`src/rtl/fft_r2_bfly_stage_if.sv`:
```
// Streaming bus of one radix-2 butterfly stage: input pair, twiddle ROM port and output pair.
interface fft_r2_bfly_stage_if #(
  parameter int DW    = 17,
  parameter int TW    = 10,
  parameter int LOG2N = 4,
  parameter int SCALE = 0
);
  localparam int OW = (SCALE != 0) ? DW : DW + 1;
  localparam int AW = LOG2N - 1;

  logic                 in_valid;
  logic                 in_ready;
  logic signed [DW-1:0] a_re;
  logic signed [DW-1:0] a_im;
  logic signed [DW-1:0] b_re;
  logic signed [DW-1:0] b_im;
  logic [AW-1:0]        tw_addr;
  logic signed [TW-1:0] tw_re;
  logic signed [TW-1:0] tw_im;
  logic                 out_valid;
  logic                 out_ready;
  logic signed [OW-1:0] x_re;
  logic signed [OW-1:0] x_im;
  logic signed [OW-1:0] y_re;
  logic signed [OW-1:0] y_im;
  logic                 out_last;
  logic                 ovf;

  modport master (
    output in_valid, a_re, a_im, b_re, b_im, tw_re, tw_im, out_ready,
    input  in_ready, tw_addr, out_valid, x_re, x_im, y_re, y_im, out_last, ovf
  );

  modport slave (
    input  in_valid, a_re, a_im, b_re, b_im, tw_re, tw_im, out_ready,
    output in_ready, tw_addr, out_valid, x_re, x_im, y_re, y_im, out_last, ovf
  );
endinterface

```
`src/rtl/fft_r2_bfly_stage.sv`:
```
// Radix-2 DIT butterfly stage: x=a+b*w, y=a-b*w, 3-stage valid/ready pipeline with
// optional 1/2 scaling, output saturation and frame-position tracking.
module fft_r2_bfly_stage #(
  parameter int DW    = 17,
  parameter int TW    = 10,
  parameter int LOG2N = 4,
  parameter int STAGE = 0,
  parameter int SCALE = 0
) (
  input logic               clk,
  input logic               rst,
  fft_r2_bfly_stage_if.slave bus
);
  localparam int OW  = (SCALE != 0) ? DW : DW + 1;
  localparam int AW  = LOG2N - 1;
  localparam int PW  = DW + TW;
  localparam int PW1 = PW + 1;
  localparam int RW  = DW + 2;
  localparam int SW  = DW + 3;
  localparam int SH  = AW - STAGE;

  localparam logic [AW-1:0]        LAST_IDX    = '1;
  localparam logic [AW-1:0]        STRIDE_MASK = AW'((1 << STAGE) - 1);
  localparam logic signed [PW1-1:0] RND        = PW1'(1 << (TW - 3));
  localparam logic signed [SW-1:0] SAT_MAX     = SW'((1 << (OW - 1)) - 1);
  localparam logic signed [SW-1:0] SAT_MIN     = SW'(-(1 << (OW - 1)));

  logic en;
  logic accept;

  logic [AW-1:0] pair_cnt_q, pair_cnt_d;

  logic                 v1_q, v1_d, last1_q, last1_d;
  logic signed [DW-1:0] a1_re_q, a1_re_d, a1_im_q, a1_im_d;
  logic signed [DW-1:0] b1_re_q, b1_re_d, b1_im_q, b1_im_d;
  logic signed [TW-1:0] w1_re_q, w1_re_d, w1_im_q, w1_im_d;

  logic                 v2_q, v2_d, last2_q, last2_d;
  logic signed [DW-1:0] a2_re_q, a2_re_d, a2_im_q, a2_im_d;
  logic signed [PW-1:0] prr_q, prr_d, pii_q, pii_d, pri_q, pri_d, pir_q, pir_d;

  logic                 out_valid_q, out_valid_d, out_last_q, out_last_d, ovf_q, ovf_d;
  logic signed [OW-1:0] x_re_q, x_re_d, x_im_q, x_im_d, y_re_q, y_re_d, y_im_q, y_im_d;

  logic signed [PW1-1:0] pw_re, pw_im;
  logic signed [RW-1:0]  p_re, p_im;
  logic signed [SW-1:0]  s_xr, s_xi, s_yr, s_yi;
  logic signed [OW-1:0]  q_xr, q_xi, q_yr, q_yi;
  logic                  o_xr, o_xi, o_yr, o_yi;

  function automatic logic signed [SW-1:0] scl(input logic signed [SW-1:0] s);
    if (SCALE != 0) return (s + SW'(1)) >>> 1;
    return s;
  endfunction

  // Returns {saturated_flag, clipped_value}.
  function automatic logic [OW:0] sat(input logic signed [SW-1:0] s);
    if (s > SAT_MAX) return {1'b1, SAT_MAX[OW-1:0]};
    if (s < SAT_MIN) return {1'b1, SAT_MIN[OW-1:0]};
    return {1'b0, s[OW-1:0]};
  endfunction

  assign bus.tw_addr   = (pair_cnt_q & STRIDE_MASK) << SH;
  assign bus.in_ready  = en;
  assign bus.out_valid = out_valid_q;
  assign bus.out_last  = out_last_q;
  assign bus.ovf       = ovf_q;
  assign bus.x_re      = x_re_q;
  assign bus.x_im      = x_im_q;
  assign bus.y_re      = y_re_q;
  assign bus.y_im      = y_im_q;

  // S3 datapath: complex product recombination, rounding to sample scale, add/sub, scale, clip.
  always_comb begin
    pw_re = PW1'(prr_q) - PW1'(pii_q);
    pw_im = PW1'(pri_q) + PW1'(pir_q);
    p_re  = RW'((pw_re + RND) >>> (TW - 2));
    p_im  = RW'((pw_im + RND) >>> (TW - 2));
    s_xr  = scl(SW'(a2_re_q) + SW'(p_re));
    s_xi  = scl(SW'(a2_im_q) + SW'(p_im));
    s_yr  = scl(SW'(a2_re_q) - SW'(p_re));
    s_yi  = scl(SW'(a2_im_q) - SW'(p_im));
    {o_xr, q_xr} = sat(s_xr);
    {o_xi, q_xi} = sat(s_xi);
    {o_yr, q_yr} = sat(s_yr);
    {o_yi, q_yi} = sat(s_yi);
  end

  always_comb begin
    en     = !(out_valid_q && !bus.out_ready);
    accept = bus.in_valid && en;

    pair_cnt_d  = pair_cnt_q;
    v1_d        = v1_q;
    last1_d     = last1_q;
    a1_re_d     = a1_re_q;
    a1_im_d     = a1_im_q;
    b1_re_d     = b1_re_q;
    b1_im_d     = b1_im_q;
    w1_re_d     = w1_re_q;
    w1_im_d     = w1_im_q;
    v2_d        = v2_q;
    last2_d     = last2_q;
    a2_re_d     = a2_re_q;
    a2_im_d     = a2_im_q;
    prr_d       = prr_q;
    pii_d       = pii_q;
    pri_d       = pri_q;
    pir_d       = pir_q;
    out_valid_d = out_valid_q;
    out_last_d  = out_last_q;
    ovf_d       = ovf_q;
    x_re_d      = x_re_q;
    x_im_d      = x_im_q;
    y_re_d      = y_re_q;
    y_im_d      = y_im_q;

    if (accept) pair_cnt_d = pair_cnt_q + 1'b1;

    // The whole pipeline advances as one; a stalled output freezes every stage.
    if (en) begin
      v1_d        = bus.in_valid;
      last1_d     = bus.in_valid && (pair_cnt_q == LAST_IDX);
      a1_re_d     = bus.a_re;
      a1_im_d     = bus.a_im;
      b1_re_d     = bus.b_re;
      b1_im_d     = bus.b_im;
      w1_re_d     = bus.tw_re;
      w1_im_d     = bus.tw_im;

      v2_d        = v1_q;
      last2_d     = last1_q;
      a2_re_d     = a1_re_q;
      a2_im_d     = a1_im_q;
      prr_d       = PW'(b1_re_q) * PW'(w1_re_q);
      pii_d       = PW'(b1_im_q) * PW'(w1_im_q);
      pri_d       = PW'(b1_re_q) * PW'(w1_im_q);
      pir_d       = PW'(b1_im_q) * PW'(w1_re_q);

      out_valid_d = v2_q;
      out_last_d  = last2_q;
      ovf_d       = o_xr | o_xi | o_yr | o_yi;
      x_re_d      = q_xr;
      x_im_d      = q_xi;
      y_re_d      = q_yr;
      y_im_d      = q_yi;
    end
  end

  always_ff @(posedge clk) begin
    if (rst) begin
      pair_cnt_q  <= '0;
      v1_q        <= 1'b0;
      last1_q     <= 1'b0;
      a1_re_q     <= '0;
      a1_im_q     <= '0;
      b1_re_q     <= '0;
      b1_im_q     <= '0;
      w1_re_q     <= '0;
      w1_im_q     <= '0;
      v2_q        <= 1'b0;
      last2_q     <= 1'b0;
      a2_re_q     <= '0;
      a2_im_q     <= '0;
      prr_q       <= '0;
      pii_q       <= '0;
      pri_q       <= '0;
      pir_q       <= '0;
      out_valid_q <= 1'b0;
      out_last_q  <= 1'b0;
      ovf_q       <= 1'b0;
      x_re_q      <= '0;
      x_im_q      <= '0;
      y_re_q      <= '0;
      y_im_q      <= '0;
    end else begin
      pair_cnt_q  <= pair_cnt_d;
      v1_q        <= v1_d;
      last1_q     <= last1_d;
      a1_re_q     <= a1_re_d;
      a1_im_q     <= a1_im_d;
      b1_re_q     <= b1_re_d;
      b1_im_q     <= b1_im_d;
      w1_re_q     <= w1_re_d;
      w1_im_q     <= w1_im_d;
      v2_q        <= v2_d;
      last2_q     <= last2_d;
      a2_re_q     <= a2_re_d;
      a2_im_q     <= a2_im_d;
      prr_q       <= prr_d;
      pii_q       <= pii_d;
      pri_q       <= pri_d;
      pir_q       <= pir_d;
      out_valid_q <= out_valid_d;
      out_last_q  <= out_last_d;
      ovf_q       <= ovf_d;
      x_re_q      <= x_re_d;
      x_im_q      <= x_im_d;
      y_re_q      <= y_re_d;
      y_im_q      <= y_im_d;
    end
  end
endmodule

```
`src/flat_wrapper.sv`:
```
// flat-port wrapper written by rule: the top's interface ports become plain ports
module fft_r2_bfly_stage_flat 
#(
  parameter int DW    = 17,
  parameter int TW    = 10,
  parameter int LOG2N = 4,
  parameter int STAGE = 0,
  parameter int SCALE = 0
)
  (clk, rst, bus_in_valid, bus_a_re, bus_a_im, bus_b_re, bus_b_im, bus_tw_re, bus_tw_im, bus_out_ready, bus_in_ready, bus_tw_addr, bus_out_valid, bus_x_re, bus_x_im, bus_y_re, bus_y_im, bus_out_last, bus_ovf);
  fft_r2_bfly_stage_if #(.DW(DW), .TW(TW), .LOG2N(LOG2N), .SCALE(SCALE)) bus_i ();
  input logic clk;
  input logic rst;
  input wire logic [$bits(bus_i.in_valid)-1:0] bus_in_valid;
  input wire logic [$bits(bus_i.a_re)-1:0] bus_a_re;
  input wire logic [$bits(bus_i.a_im)-1:0] bus_a_im;
  input wire logic [$bits(bus_i.b_re)-1:0] bus_b_re;
  input wire logic [$bits(bus_i.b_im)-1:0] bus_b_im;
  input wire logic [$bits(bus_i.tw_re)-1:0] bus_tw_re;
  input wire logic [$bits(bus_i.tw_im)-1:0] bus_tw_im;
  input wire logic [$bits(bus_i.out_ready)-1:0] bus_out_ready;
  output wire logic [$bits(bus_i.in_ready)-1:0] bus_in_ready;
  output wire logic [$bits(bus_i.tw_addr)-1:0] bus_tw_addr;
  output wire logic [$bits(bus_i.out_valid)-1:0] bus_out_valid;
  output wire logic [$bits(bus_i.x_re)-1:0] bus_x_re;
  output wire logic [$bits(bus_i.x_im)-1:0] bus_x_im;
  output wire logic [$bits(bus_i.y_re)-1:0] bus_y_re;
  output wire logic [$bits(bus_i.y_im)-1:0] bus_y_im;
  output wire logic [$bits(bus_i.out_last)-1:0] bus_out_last;
  output wire logic [$bits(bus_i.ovf)-1:0] bus_ovf;
  assign bus_i.in_valid = bus_in_valid;
  assign bus_i.a_re = bus_a_re;
  assign bus_i.a_im = bus_a_im;
  assign bus_i.b_re = bus_b_re;
  assign bus_i.b_im = bus_b_im;
  assign bus_i.tw_re = bus_tw_re;
  assign bus_i.tw_im = bus_tw_im;
  assign bus_i.out_ready = bus_out_ready;
  assign bus_in_ready = bus_i.in_ready;
  assign bus_tw_addr = bus_i.tw_addr;
  assign bus_out_valid = bus_i.out_valid;
  assign bus_x_re = bus_i.x_re;
  assign bus_x_im = bus_i.x_im;
  assign bus_y_re = bus_i.y_re;
  assign bus_y_im = bus_i.y_im;
  assign bus_out_last = bus_i.out_last;
  assign bus_ovf = bus_i.ovf;
  fft_r2_bfly_stage #(.DW(DW), .TW(TW), .LOG2N(LOG2N), .STAGE(STAGE), .SCALE(SCALE)) u_core (.clk(clk), .rst(rst), .bus(bus_i));
endmodule
```
`config.mk`:
```
export PLATFORM = sky130hd
export DESIGN_NAME = fft_r2_bfly_stage_flat
export DESIGN_NICKNAME = d
export VERILOG_FILES = /design/src/rtl/fft_r2_bfly_stage_if.sv /design/src/rtl/fft_r2_bfly_stage.sv /design/src/flat_wrapper.sv
export SDC_FILE = /design/constraint.sdc
export NUM_CORES = 2
export LEC_CHECK = 0
export ABC_CLOCK_PERIOD_IN_PS = 7300
export BUFFER_PORTS_ARGS = -buffer_cell sky130_fd_sc_hd__buf_4
export CELL_PAD_IN_SITES_DETAIL_PLACEMENT = 1
export CELL_PAD_IN_SITES_GLOBAL_PLACEMENT = 2
export CORE_MARGIN = 2
export CORE_UTILIZATION = 40
export CTS_CLUSTER_DIAMETER = 150
export DETAILED_ROUTE_END_ITERATION = 10
export HOLD_SLACK_MARGIN = 0.1
export PLACE_DENSITY = 0.84
export SLEW_MARGIN = 30
export SYNTH_ARGS = -nofsm -noshare
export SYNTH_HDL_FRONTEND = slang
export SYNTH_SLANG_ARGS = --single-unit
```
`constraint.sdc`:
```
create_clock -name clk -period 7.3 [get_ports clk]
set_input_delay 0.365 -clock clk [delete_from_list [all_inputs] [get_ports clk]]
set_output_delay 0.365 -clock clk [all_outputs]
set_load 0.05 [all_outputs]
```
After elaboration in Yosys (flattened, before gate mapping)
Index checks and enable logic that the tools add are counted.
{ "totals": {"out_inout_bits": 79, "ff_bits": 312, "wordCells": 82} }
{ "op_classes": {"n_mul": 4, "bitwise_logic": 3, "eq_ne": 1, "n_reduce_logical": 5, "addsub": 9, "muxes": 28, "magnitude_cmp": 8} }
{ "ops": {"columns": ["operator", "n"], "rows": [
  ["two-way mux 19 bit", 16],
  ["multiplier 17 x 10 -> 27 bit", 4],
  ["greater-than comparator 20 x 18 -> 1 bit (second input constant)", 4],
  ["< comparator 20 x 18 -> 1 bit (second input constant)", 4],
  ["adder 27 x 9 -> 27 bit (second input constant)", 2],
  ["adder 17 x 19 -> 20 bit", 2],
  ["subtractor 17 x 19 -> 20 bit", 2],
  ["adder 27 bit", 1],
  ["subtractor 27 bit", 1],
  ["two-way mux 1 bit", 12],
  ["adder 3 x 1 -> 3 bit (second input constant)", 1],
  ["equality test 3 bit (second input constant)", 1],
  ["logical AND 1 bit", 3],
  ["OR 1 bit", 3],
  ["logical NOT 1 bit", 2]
]} }

Depth between registers and ports, before layout
{ "logic_depth": {"word_depth": 11, "depth_mapped": 28, "mapped_depth_nobuf": 26} }

Worst setup path after synthesis
Ideal clock, no wire load.
{ "synth_path": {"path_kind": "register -> register", "from": "register u_core.w1_re_q[1]", "to": "register u_core.prr_q[26]", "setup_slack_ps": 1468, "arrival_ps": 5715, "n_path_buf": 2, "path_stages_with_launch": 24, "required_ps": 7183, "cell_sequence": "dfxtp_1 > clkbuf_1 > clkbuf_1 > nand2_1 > fa_1 > fa_1 > inv_1 > fa_1 > inv_1 > fa_1 > inv_1 > fa_1 > ha_1 > a21o_1 > a21o_1 > a21oi_1 > a31oi_1 > a211oi_1 > o31ai_1 > a211oi_1 > o21bai_1 > o31ai_1 > xnor2_1 > a22o_1"} }
{ "synth_via": {"elab_chain_len": 1} }
{ "synth_rtl": {"columns": ["element", "line_no", "source"], "rows": [
  ["start, declared", "fft_r2_bfly_stage.sv:36", "logic signed [TW-1:0] w1_re_q, w1_re_d, w1_im_q, w1_im_d;"],
  ["start signal, assigned", "fft_r2_bfly_stage.sv:184", "w1_re_q <= w1_re_d;"],
  ["multiplier 17 x 10 -> 27 bit", "fft_r2_bfly_stage.sv:135", "prr_d = PW'(b1_re_q) * PW'(w1_re_q);"],
  ["end signal, assigned", "fft_r2_bfly_stage.sv:190", "prr_q <= prr_d;"],
  ["end, declared", "fft_r2_bfly_stage.sv:40", "logic signed [PW-1:0] prr_q, prr_d, pii_q, pii_d, pri_q, pri_d, pir_q, pir_d;"]
]} }
No other way between the ends.
A chain may end at the register's enable or synchronous reset.

Worst setup path in the final report
{ "layout_path": {"from": "register u_core.b1_re_q[2]", "to": "register u_core.prr_q[26]"} }
{ "layout_via": {"elab_chain_len": 1} }
{ "layout_rtl": {"columns": ["element", "line_no", "source"], "rows": [
  ["start, declared", "fft_r2_bfly_stage.sv:35", "logic signed [DW-1:0] b1_re_q, b1_re_d, b1_im_q, b1_im_d;"],
  ["start signal, assigned", "fft_r2_bfly_stage.sv:182", "b1_re_q <= b1_re_d;"],
  ["multiplier 17 x 10 -> 27 bit", "fft_r2_bfly_stage.sv:135", null]
]} }
No other way between the ends.

==> flow_summary_export.csv <==
group,metric,value,unit
status,status,"complete, no violations",
sta,worst_pin_slew,1020,ps
placed_design,place_area,43600,um^2
cts,cts_tree,"yes",
sta,finalCritPeriodShare,92.4,%
finish,fill_cells,12092,
floorplanning,die_w,324,um
global_route,grt_max_degree,163,
logic_synthesis,yosysSeqAreaShare,15.3,%
global_route,grt_antenna_before_repair,5,
sta,period_minus_slack,6740,ps
worst_setup_path,crit_family,"adder cells",
worst_setup_path,critical_path_arrival,7270,ps
global_route,grt_pass1_wl,199,mm
logic_synthesis,synthTopCellsByArea,"fa_1 (29%), dfxtp_1 (15%), ha_1 (13%)",
power_and_ir_drop,power.density,355,nW/um^2
logic_synthesis,yosys_warnings,0,
floorplanning,fp.dieArea,105000,um^2
hold_path,hp-class,"in -> reg",
finish,most-common-layout-cells,"nand2_1 (853), inv_1 (628), fa_1 (592)",
worst_setup_path,crit_chain,"nand2_1, fa_1, fa_1, inv_1, fa_1, inv_1, fa_1, inv_1, fa_1, ha_1, nand3_1, nor2_1, a31oi_1, a31oi_1, a211oi_1, o31ai_1, a211oi_1, o21bai_1, o31ai_1, xnor2_1, a22o_1",
logic_synthesis,synth_flop_cell,"dfxtp_1",
logic_synthesis,synth-seq-cells,312,
floorplanning,initial_core_util,40.2,%
sta,setup_ws,558,ps
cts,post_cts_resize_count,0,
sta,slew_headroom,31.8,%
power_and_ir_drop,power,16.3,mW
worst_setup_path,crit_type,"reg -> reg",
routing,wirelength,126,mm
placed_design,io_buffers,167,
routing,drc,0,
logic_synthesis,synth_area_per_cell,8.49,um^2
routing,wl_per_cell,19.9,um
global_route,grt-ovfl-total,0,
worst_setup_path,cp_max_fo,21,
global_route,grt_pass1_vias,35615,
power_and_ir_drop,cellLeakagePower,21.3,nW
sta,final.setup.tns,0,ps
logic_synthesis,syn_area,40900,um^2
sta,maxSlewViolCount,0,
floorplanning,core,102000,um^2
logic_synthesis,synth_edf_count,0,
finish,nets,6064,
sta,finalSetupViolations,0,
floorplanning,fp.dieH,324,um
floorplanning,num_rows,117,
worst_setup_path,worstSetupStartpointType,"register",
routing,dr.pass1.iters,5,
logic_synthesis,synth_cell_types,79,
worst_setup_path,cp_common_cell,"fa_1",
cts,clkTransAtPathRegs,60,ps
finish,drive_gt1_share,7.32,%
finish,design_area,45900,um^2
cts,clockRootBuffer,"clkbuf_16",
finish,syn_to_final_growth,12.4,%
routing,initialDrtViolationCount,1569,
finish,layout_commonest_cell,"nand2_1",
cts,cts_made_buffers,42,
worst_setup_path,critPathSlowestCell,"dfxtp_1",
logic_synthesis,synth.top_cell.area_share,29.0,%
sta,max_freq,0.148,GHz
finish,multi_input_area,31300,um^2
cts,clock-sinks,312,
routing,vias,32794,
sta,clock-skew-final,36.6,ps
routing,vias_per_cell,5.17,
worst_setup_path,cpPeakStageDelay,910,ps
sta,rsz0062_at_grt,"false",
placed_design,dp_slack,582,ps
worst_setup_path,worst_ep_required_time,7820,ps
run,max_cap_violations,0,
floorplanning,ios,171,
global_route,grt_use_total,24.5,%
worst_setup_path,r2r_slack,560,ps
routing,ant_nets,0,
logic_synthesis,synthArstFlopShare,0,%
worst_setup_path,cp_num_buf_inv,3,
logic_synthesis,yosys.area.top_type,"fa_1",
power_and_ir_drop,peakVddDrop,0.433,mV
logic_synthesis,synth_cells,4816,
cts,cts_buffer_depth,3,
finish,fin_util,45.2,%
cts,insertion_delay,640,ps
cts,h-tree-depth,2,
placed_design,gp_congestion,0.872,
sta,hold_viol,0,
finish,regArea,6250,um^2
worst_setup_path,worstSetupEndpointType,"register",
placed_design,hpwl,99.4,mm
power by group:
part	switching, mW	leakage (nW)	internal, mW
clock	0.944	0.722	1.35
combinational	7.21	18.0	4.27
sequential	0.361	2.59	2.16
cell families after synthesis:
family	share of synthesized area, %
other	0.00917
and+or+nand+nor	17.5
muxes	0.135
AOI/OAI and AO/OA	11.7
DFF	15.3
adders and majority gates	42.4
buffers and inverters	8.28
xor gates and xnor gates	4.67
state kept, by name (all words and copies together), names as in the netlist, 3 cells and up:
| register | cells |
|---|---|
| u_core.a2_im_q | 17 |
| u_core.b1_im_q | 17 |
| u_core.a1_re_q | 17 |
| u_core.prr_q | 27 |
| u_core.bus.x_im | 18 |
| u_core.pri_q | 27 |
| u_core.pair_cnt_q | 3 |
| u_core.a2_re_q | 17 |
| u_core.w1_im_q | 10 |
| u_core.pir_q | 27 |
| u_core.w1_re_q | 10 |
| u_core.bus.y_im | 18 |
| u_core.bus.y_re | 18 |
| u_core.bus.x_re | 18 |
| u_core.pii_q | 27 |
| u_core.b1_re_q | 17 |
| u_core.a1_im_q | 17 |
metrics by stage:
stage                     hold WS [ps]  instances
final                              134       6345
after global routing               137       6342
after CTS                          106       6342
after detailed placement           446       6181
after global placement             441       6181
after floorplan                    425       4818
cell usage after synthesis (29+ instances only):
master    number
a211oi_1      29
nand2_1      853
a21oi_1      416
xor2_1        59
nand3_1       37
inv_1        629
dfxtp_1      312
and2_1       287
o21bai_1      35
ha_1         438
fa_1         592
nor2_1       159
o21ai_0      131
nand2b_1      89
xnor2_1      159
clkbuf_1     246
a21o_1        59
tightest hold or removal path: stages:
cell     delay [ps]
buf_4           110
nand2_1         100
a21oi_1         120
metal layers:
layer	vias up	GRT usage, %	part of all wire (%)
met1	16568	31.5	44
met3	156	4.32	5.2
met2	610	41.3	47
met5	-	0	0.0087
met4	2	8.51	3.5
li1	15458	-	-
final cells by class:
cell class | count | area share, %
Antenna cell | 3 | 0.0163
Clock buffer | 54 | 2.54
Clock inverter | 22 | 0.695
Inverter | 630 | 5.16
Multi-Input combinational cell | 3613 | 68.1
Sequential cell | 312 | 13.6
Tap cell | 1368 | 3.73
Timing Repair Buffer | 343 | 6.19
what timing repair did:
item,4_1_cts,5_1_grt
hold buffers,85,0
buffers inserted,0,0
endpoints found under the hold margin,88,0
path summary, 6_finish.rpt:
kind,startpoint,end,cells past startpoint
min,bus_b_re[7],u_core.b1_re_q[7]$_SDFFE_PP0N_,3
max reg2reg,u_core.b1_re_q[2]$_SDFFE_PP0N_,u_core.prr_q[26]$_SDFFE_PP0N_,21
min reg2reg,u_core.pri_q[7]$_SDFFE_PP0N_,u_core.pri_q[7]$_SDFFE_PP0N_,2
max,u_core.b1_re_q[2]$_SDFFE_PP0N_,u_core.prr_q[26]$_SDFFE_PP0N_,21
Power figures use the tool's default switching activity.
